<file path="src/rtl/isp_restart_sequencer_pkg.sv">
// Shared types and defaults for the post-ISP restart sequencer.
package isp_restart_pkg;

    typedef enum logic [2:0] {
        ST_IDLE,
        ST_QUIET,
        ST_HOLD,
        ST_ISSUE,
        ST_FINISH
    } isp_rst_state_t;

    typedef logic [1:0] isp_rst_status_t;

    localparam isp_rst_status_t ISP_RST_OK      = 2'd0;
    localparam isp_rst_status_t ISP_RST_ABORTED = 2'd1;
    localparam isp_rst_status_t ISP_RST_TIMEOUT = 2'd2;

    localparam int unsigned ISP_RST_QUIET_CYCLES = 1024;
    localparam int unsigned ISP_RST_HOLD_CYCLES  = 256;
    localparam int unsigned ISP_RST_ACK_TIMEOUT  = 65536;

    function automatic int unsigned max3(input int unsigned a, input int unsigned b,
                                         input int unsigned c);
        int unsigned m;
        m = (a > b) ? a : b;
        return (m > c) ? m : c;
    endfunction

endpackage

</file>
<file path="src/rtl/isp_restart_sequencer_if.sv">
// Firmware / MSS / system-controller signal bundle of the restart sequencer.
interface isp_restart_sequencer_if;
    logic       start_i;
    logic       abort_i;
    logic       mss_busy_i;
    logic       svc_ack_i;
    logic       svc_req_o;
    logic       quiesce_o;
    logic       busy_o;
    logic       done_o;
    logic [1:0] status_o;

    modport master (
        output start_i, abort_i, mss_busy_i, svc_ack_i,
        input  svc_req_o, quiesce_o, busy_o, done_o, status_o
    );

    modport slave (
        input  start_i, abort_i, mss_busy_i, svc_ack_i,
        output svc_req_o, quiesce_o, busy_o, done_o, status_o
    );
endinterface

</file>
<file path="src/rtl/isp_restart_sequencer_timer.sv">
// Loadable down-counter that saturates at zero and flags it.
module isp_restart_timer #(
    parameter int unsigned W = 8
) (
    input  logic         clk,
    input  logic         rst_n,
    input  logic         load,
    input  logic [W-1:0] load_val,
    input  logic         dec,
    output logic         zero
);
    logic [W-1:0] cnt;

    always_ff @(posedge clk) begin
        if (!rst_n)
            cnt <= '0;
        else if (load)
            cnt <= load_val;
        else if (dec && (cnt != '0))
            cnt <= cnt - W'(1);
    end

    assign zero = (cnt == '0);
endmodule

</file>
<file path="src/rtl/isp_restart_sequencer.sv">
// Restart sequencer: wait for MSS quiet, quiesce fabric, request restart service.
// Optional ISSUE watchdog enabled by defining ISP_RESTART_WATCHDOG_EN.
module isp_restart_sequencer
    import isp_restart_pkg::*;
#(
    parameter int unsigned QUIET_CYCLES = ISP_RST_QUIET_CYCLES,
    parameter int unsigned HOLD_CYCLES  = ISP_RST_HOLD_CYCLES,
    parameter int unsigned ACK_TIMEOUT  = ISP_RST_ACK_TIMEOUT
) (
    input  logic                    CLK,
    input  logic                    RESETn,
    isp_restart_sequencer_if.slave  bus
);
    localparam int unsigned CNT_W = $clog2(max3(QUIET_CYCLES, HOLD_CYCLES, ACK_TIMEOUT)) + 1;
    localparam logic [CNT_W-1:0] QUIET_LD = CNT_W'(QUIET_CYCLES - 1);
    localparam logic [CNT_W-1:0] HOLD_LD  = CNT_W'(HOLD_CYCLES - 1);
`ifdef ISP_RESTART_WATCHDOG_EN
    localparam logic [CNT_W-1:0] ACK_LD   = CNT_W'(ACK_TIMEOUT - 1);
`endif

    isp_rst_state_t   state, state_nxt;
    isp_rst_status_t  status, status_nxt;
    logic             load, dec, zero;
    logic [CNT_W-1:0] load_val;
    logic             svc_req, quiesce, busy, done;

    isp_restart_timer #(.W(CNT_W)) u_timer (
        .clk      (CLK),
        .rst_n    (RESETn),
        .load     (load),
        .load_val (load_val),
        .dec      (dec),
        .zero     (zero)
    );

    // Abort is checked before expiry, ack before timeout.
    always_comb begin
        state_nxt  = state;
        status_nxt = status;
        load       = 1'b0;
        load_val   = QUIET_LD;
        dec        = 1'b0;
        case (state)
            ST_IDLE: begin
                if (bus.start_i) begin
                    state_nxt  = ST_QUIET;
                    status_nxt = ISP_RST_OK;
                    load       = 1'b1;
                    load_val   = QUIET_LD;
                end
            end
            ST_QUIET: begin
                if (bus.abort_i) begin
                    state_nxt  = ST_FINISH;
                    status_nxt = ISP_RST_ABORTED;
                end else if (bus.mss_busy_i) begin
                    load     = 1'b1;
                    load_val = QUIET_LD;
                end else if (zero) begin
                    state_nxt = ST_HOLD;
                    load      = 1'b1;
                    load_val  = HOLD_LD;
                end else begin
                    dec = 1'b1;
                end
            end
            ST_HOLD: begin
                if (bus.abort_i) begin
                    state_nxt  = ST_FINISH;
                    status_nxt = ISP_RST_ABORTED;
                end else if (zero) begin
                    state_nxt = ST_ISSUE;
`ifdef ISP_RESTART_WATCHDOG_EN
                    load      = 1'b1;
                    load_val  = ACK_LD;
`endif
                end else begin
                    dec = 1'b1;
                end
            end
            ST_ISSUE: begin
                if (bus.svc_ack_i) begin
                    state_nxt  = ST_FINISH;
                    status_nxt = ISP_RST_OK;
`ifdef ISP_RESTART_WATCHDOG_EN
                end else if (zero) begin
                    state_nxt  = ST_FINISH;
                    status_nxt = ISP_RST_TIMEOUT;
                end else begin
                    dec = 1'b1;
`endif
                end
            end
            ST_FINISH: state_nxt = ST_IDLE;
            default:   state_nxt = ST_IDLE;
        endcase
    end

    // Outputs are registered from the next state so they line up with the state register.
    always_ff @(posedge CLK) begin
        if (!RESETn) begin
            state   <= ST_IDLE;
            status  <= ISP_RST_OK;
            svc_req <= 1'b0;
            quiesce <= 1'b0;
            busy    <= 1'b0;
            done    <= 1'b0;
        end else begin
            state   <= state_nxt;
            status  <= status_nxt;
            svc_req <= (state_nxt == ST_ISSUE);
            quiesce <= (state_nxt == ST_HOLD) || (state_nxt == ST_ISSUE);
            busy    <= (state_nxt != ST_IDLE);
            done    <= (state_nxt == ST_FINISH);
        end
    end

    assign bus.svc_req_o = svc_req;
    assign bus.quiesce_o = quiesce;
    assign bus.busy_o    = busy;
    assign bus.done_o    = done;
    assign bus.status_o  = status;
endmodule

</file>
<file path="src/flat_wrapper.sv">
// flat-port wrapper written by rule: the top's interface ports become plain ports
module isp_restart_sequencer_flat import isp_restart_pkg::*;
#(
    parameter int unsigned QUIET_CYCLES = ISP_RST_QUIET_CYCLES,
    parameter int unsigned HOLD_CYCLES  = ISP_RST_HOLD_CYCLES,
    parameter int unsigned ACK_TIMEOUT  = ISP_RST_ACK_TIMEOUT
)
  (CLK, RESETn, bus_start_i, bus_abort_i, bus_mss_busy_i, bus_svc_ack_i, bus_svc_req_o, bus_quiesce_o, bus_busy_o, bus_done_o, bus_status_o);
  isp_restart_sequencer_if bus_i ();
  input  logic CLK;
  input  logic RESETn;
  input wire logic [$bits(bus_i.start_i)-1:0] bus_start_i;
  input wire logic [$bits(bus_i.abort_i)-1:0] bus_abort_i;
  input wire logic [$bits(bus_i.mss_busy_i)-1:0] bus_mss_busy_i;
  input wire logic [$bits(bus_i.svc_ack_i)-1:0] bus_svc_ack_i;
  output wire logic [$bits(bus_i.svc_req_o)-1:0] bus_svc_req_o;
  output wire logic [$bits(bus_i.quiesce_o)-1:0] bus_quiesce_o;
  output wire logic [$bits(bus_i.busy_o)-1:0] bus_busy_o;
  output wire logic [$bits(bus_i.done_o)-1:0] bus_done_o;
  output wire logic [$bits(bus_i.status_o)-1:0] bus_status_o;
  assign bus_i.start_i = bus_start_i;
  assign bus_i.abort_i = bus_abort_i;
  assign bus_i.mss_busy_i = bus_mss_busy_i;
  assign bus_i.svc_ack_i = bus_svc_ack_i;
  assign bus_svc_req_o = bus_i.svc_req_o;
  assign bus_quiesce_o = bus_i.quiesce_o;
  assign bus_busy_o = bus_i.busy_o;
  assign bus_done_o = bus_i.done_o;
  assign bus_status_o = bus_i.status_o;
  isp_restart_sequencer #(.QUIET_CYCLES(QUIET_CYCLES), .HOLD_CYCLES(HOLD_CYCLES), .ACK_TIMEOUT(ACK_TIMEOUT)) u_core (.CLK(CLK), .RESETn(RESETn), .bus(bus_i));
endmodule
</file>
<file path="config.mk">
export PLATFORM = sky130hd
export DESIGN_NAME = isp_restart_sequencer_flat
export DESIGN_NICKNAME = d
export VERILOG_FILES = /design/src/rtl/isp_restart_sequencer_pkg.sv /design/src/rtl/isp_restart_sequencer_if.sv /design/src/rtl/isp_restart_sequencer_timer.sv /design/src/rtl/isp_restart_sequencer.sv /design/src/flat_wrapper.sv
export SDC_FILE = /design/constraint.sdc
export NUM_CORES = 1
export LEC_CHECK = 0
export CAP_MARGIN = 20
export CORE_MARGIN = 1.5
export CORE_UTILIZATION = 54
export CTS_BUF_LIST = sky130_fd_sc_hd__clkbuf_8
export DETAILED_ROUTE_END_ITERATION = 10
export GPL_ROUTABILITY_DRIVEN = 0
export PLACE_DENSITY = 0.87
export SYNTH_ARGS = -nofsm -noshare
export SYNTH_HDL_FRONTEND = slang
export SYNTH_HIERARCHICAL = 1
export SYNTH_SLANG_ARGS = --single-unit
</file>
<file path="constraint.sdc">
create_clock -name CLK -period 3.4 [get_ports CLK]
set_input_delay 0.85 -clock CLK [delete_from_list [all_inputs] [get_ports CLK]]
set_output_delay 0.85 -clock CLK [all_outputs]
set_load 0.03 [all_outputs]
</file>
==> metrics.cfg <==
[routing]
drc_errors = 0
avgRoutedWirePerCell_um = 14.56
first_pass_iters = 4
drt-total-wl_um = 3436
ant_nets = 0
via_count = 1456
avgViaCountPerCell = 6.169
drt_iter0_drc = 92

[sta]
fin_skew_ns = 0.002884
finalHoldViolCount = 0
finalCritPeriodShare = 0.9186
worst_pin_slew_ns = 0.6703
relSlewSlack = 0.5494
rsz0062_at_grt = no
worst_slack_ns = 0.2768
setup-violations-final = 0
clock.fmax_ghz = 0.3202
fin_hold_ws_ns = 0.5017
period_needed_ns = 3.123
drv_slew = 0
fin_setup_tns_ns = 0

[synth]
synth_area_per_cell_sq_um = 8.174
ys_seq_area_frac = 0.3364
synth_edf_count = 0
ys_ff_latch = 25
yosys-top-cells-area = dfxtp_1 34%, o21ai_0 5.7%, or4_1 4.5%, a21oi_1 3.4%, a31oi_1 3.4%
synth.distinct_cells = 51
synth_top_cells_by_count = 25 x dfxtp_1, 17 x o21ai_0, 13 x nor2_1
synthArstFlopShare = 0
yosysWarnings = 6
synth.largest_area_cell = dfxtp_1
syn_inst = 182
synth_area_sq_um = 1488
synth.most_common_cell = dfxtp_1
synth_top_area_frac = 0.3364
ys.flop_type = dfxtp_1

[pwr]
p_per_area_nw_per_um2 = 398.4
leakagePower_uw = 0.0006181
ir_drop_uv = 308.4
power_uw = 683.9

[floorplan]
dieHeight_um = 55.49
dieArea_sq_um = 3079
coreArea_sq_um = 2545
ioPinCount = 12
initial_utilization = 0.5846
die_w_um = 55.49
rows = 18

[cells_and_area]
antenna_cells = 0
syn_to_final_growth_pct = 15.39
layout.nets = 214
drive_above_1_share = 0.1359
utilization = 0.6745

[worst_setup_path]
critPathMaxStageDelay_ns = 0.50
end_kind = flip-flop
critPathArrivalTime_ns = 3.28
cp_top_family = simple AND/OR/NAND/NOR gates
r2r_slack_ns = 0.40
ff2ff_path_depth = 10
crit_slowest_cell = or4b_1
worst-path-stages = 8
critPathKind = input pin to flip-flop
r2r_start = u_core/u_timer/cnt[13]
cp-start-kind = input pin
timing.rr.end = u_core/u_timer/cnt[15]
crit_start = bus_mss_busy_i
crit_fanout = 10
crit_required_ns = 3.55
cp_num_buf_inv = 1
endpoint = u_core/u_timer/cnt[9]
crit_chain = clkdlybuf4s50_1, nor2_1, a21oi_1, nor4_1, or4b_1, or2_2, o41a_1, o311a_1

[min_path]
hold_class = flip-flop to flip-flop

[placed_design]
io_buffers = 10
post-dp-hpwl_um = 2504
dp_worst_setup_slack_ns = 0.002432

[clock_network]
cts_tree = yes
cts_buffers = 3
cts.sinks = 25
ctsRootBufferMaster = clkbuf_8
clock_latency_ns = 0.26
clockBufferDepth = 2
h-tree-depth = 1
clkTransAtPathRegs_ns = 0.08

[grt]
grt_max_degree = 25
antenna_found_initial = 0
grt_overflow = 0
grt_pass1_vias = 1342
grt_pass1_wl_um = 5899
grt_usage = 0.2322

[job]
maxCapViolations = 0

[outcome]
outcome = finished clean

[logic make-up (layout without fill, tap and decap cells)]
group | after synthesis | count (layout) | synth area share
flip-flops | 25 | 25 | 0.3364
other | 2 | 16 | 0.005048
multiplexers | 3 | 3 | 0.02103
buffers and inverters | 18 | 28 | 0.05972
adder cells (fa/ha/maj) | 1 | 1 | 0.008409
AND/OR/NAND/NOR | 75 | 75 | 0.3171
AO/OA/AOI/OAI | 58 | 58 | 0.2523
[area by class of cell]
type / instances / area (sq um)
Clock inverter: 1 / 3.754
Multi-Input combinational cell: 153 / 950.9
Inverter: 6 / 22.52
Clock buffer: 3 / 41.29
Fill cell: 215 / 828.3
Tap cell: 30 / 37.54
Timing Repair Buffer: 18 / 160.2
Sequential cell: 25 / 500.5
[per-layer routing]
metal | wire [um] | share of wire | GRT usage | vias to the layer above
li1 | - | - | - | 726
met1 | 1556 | 0.45 | 0.3119 | 674
met2 | 1646 | 0.48 | 0.3878 | 47
met3 | 192 | 0.056 | 0.03044 | 9
met4 | 40 | 0.012 | 0.06969 | 0
met5 | 0 | 0 | 0 | -
[repair_timing]
| action | CTS | global route |
|---|---|---|
| hold buffers | 0 | 0 |
| resized for setup | 0 | 1 |
| hold endpoints to repair | 0 | 0 |
| endpoints found under the setup margin | 0 | 3 |
| buffers inserted | 0 | 0 |
[cells in the final DEF, fill, tap and decap left out, drive strengths merged, types with 2 or more instances in the layout]
master         instances
o311a                  2
clkbuf                 3
nand2b                 7
a21oi                 11
inv                    7
nor4                   5
nand2                  5
conb                  16
mux2i                  2
o21ai                 17
nor4b                  2
or3                    7
a31oi                  8
o31ai                  6
nand3                  5
nor3                   7
or4b                   4
clkdlybuf4s50         10
or2                    5
or4                   10
dfxtp                 25
and2b                  2
nor2                  13
buf                    8
[report_power, final]
group / total, uW / internal [uW] / switching, uW
logic: 171 / 71.3 / 99.2
registers: 344 / 318 / 26.0
clock network: 170 / 80.7 / 89.1
[worst min path at each step]
stage                                start                      to  slack, ns  cells past startpoint
global placement    u_core/u_timer/cnt[11]  u_core/u_timer/cnt[11]       0.49                      2
detailed placement  u_core/u_timer/cnt[16]  u_core/u_timer/cnt[16]       0.50                      2
global route        u_core/u_timer/cnt[16]  u_core/u_timer/cnt[16]       0.54                      2
CTS                 u_core/u_timer/cnt[16]  u_core/u_timer/cnt[16]       0.51                      2
finish              u_core/u_timer/cnt[16]  u_core/u_timer/cnt[16]       0.50                      2
floorplan           u_core/u_timer/cnt[16]  u_core/u_timer/cnt[16]       0.46                      2
[flip-flops by register name, indices dropped and copies added, names as in the netlist]
name / flops
u_core/bus.done_o: 1
u_core/bus.quiesce_o: 1
u_core/bus.svc_req_o: 1
u_core/u_timer/cnt: 17
u_core/state: 3
u_core/bus.busy_o: 1
u_core/bus.status_o: 1
[worst register-to-register path, delay by kind of cell (launching register included)]
family          cells  cell delay (ns)
simple gates        5             1.66
buf+inv             2             0.33
flops               1             0.35
compound gates      3             0.61
[per-stage QoR]
step / instances / cell area (sq um)
after floorplan: 196 / 1540
after global placement: 232 / 1672
after detailed placement: 232 / 1672
after CTS: 236 / 1717
after global routing: 236 / 1717
final: 236 / 1717
(Power assumes the default switching activity.)
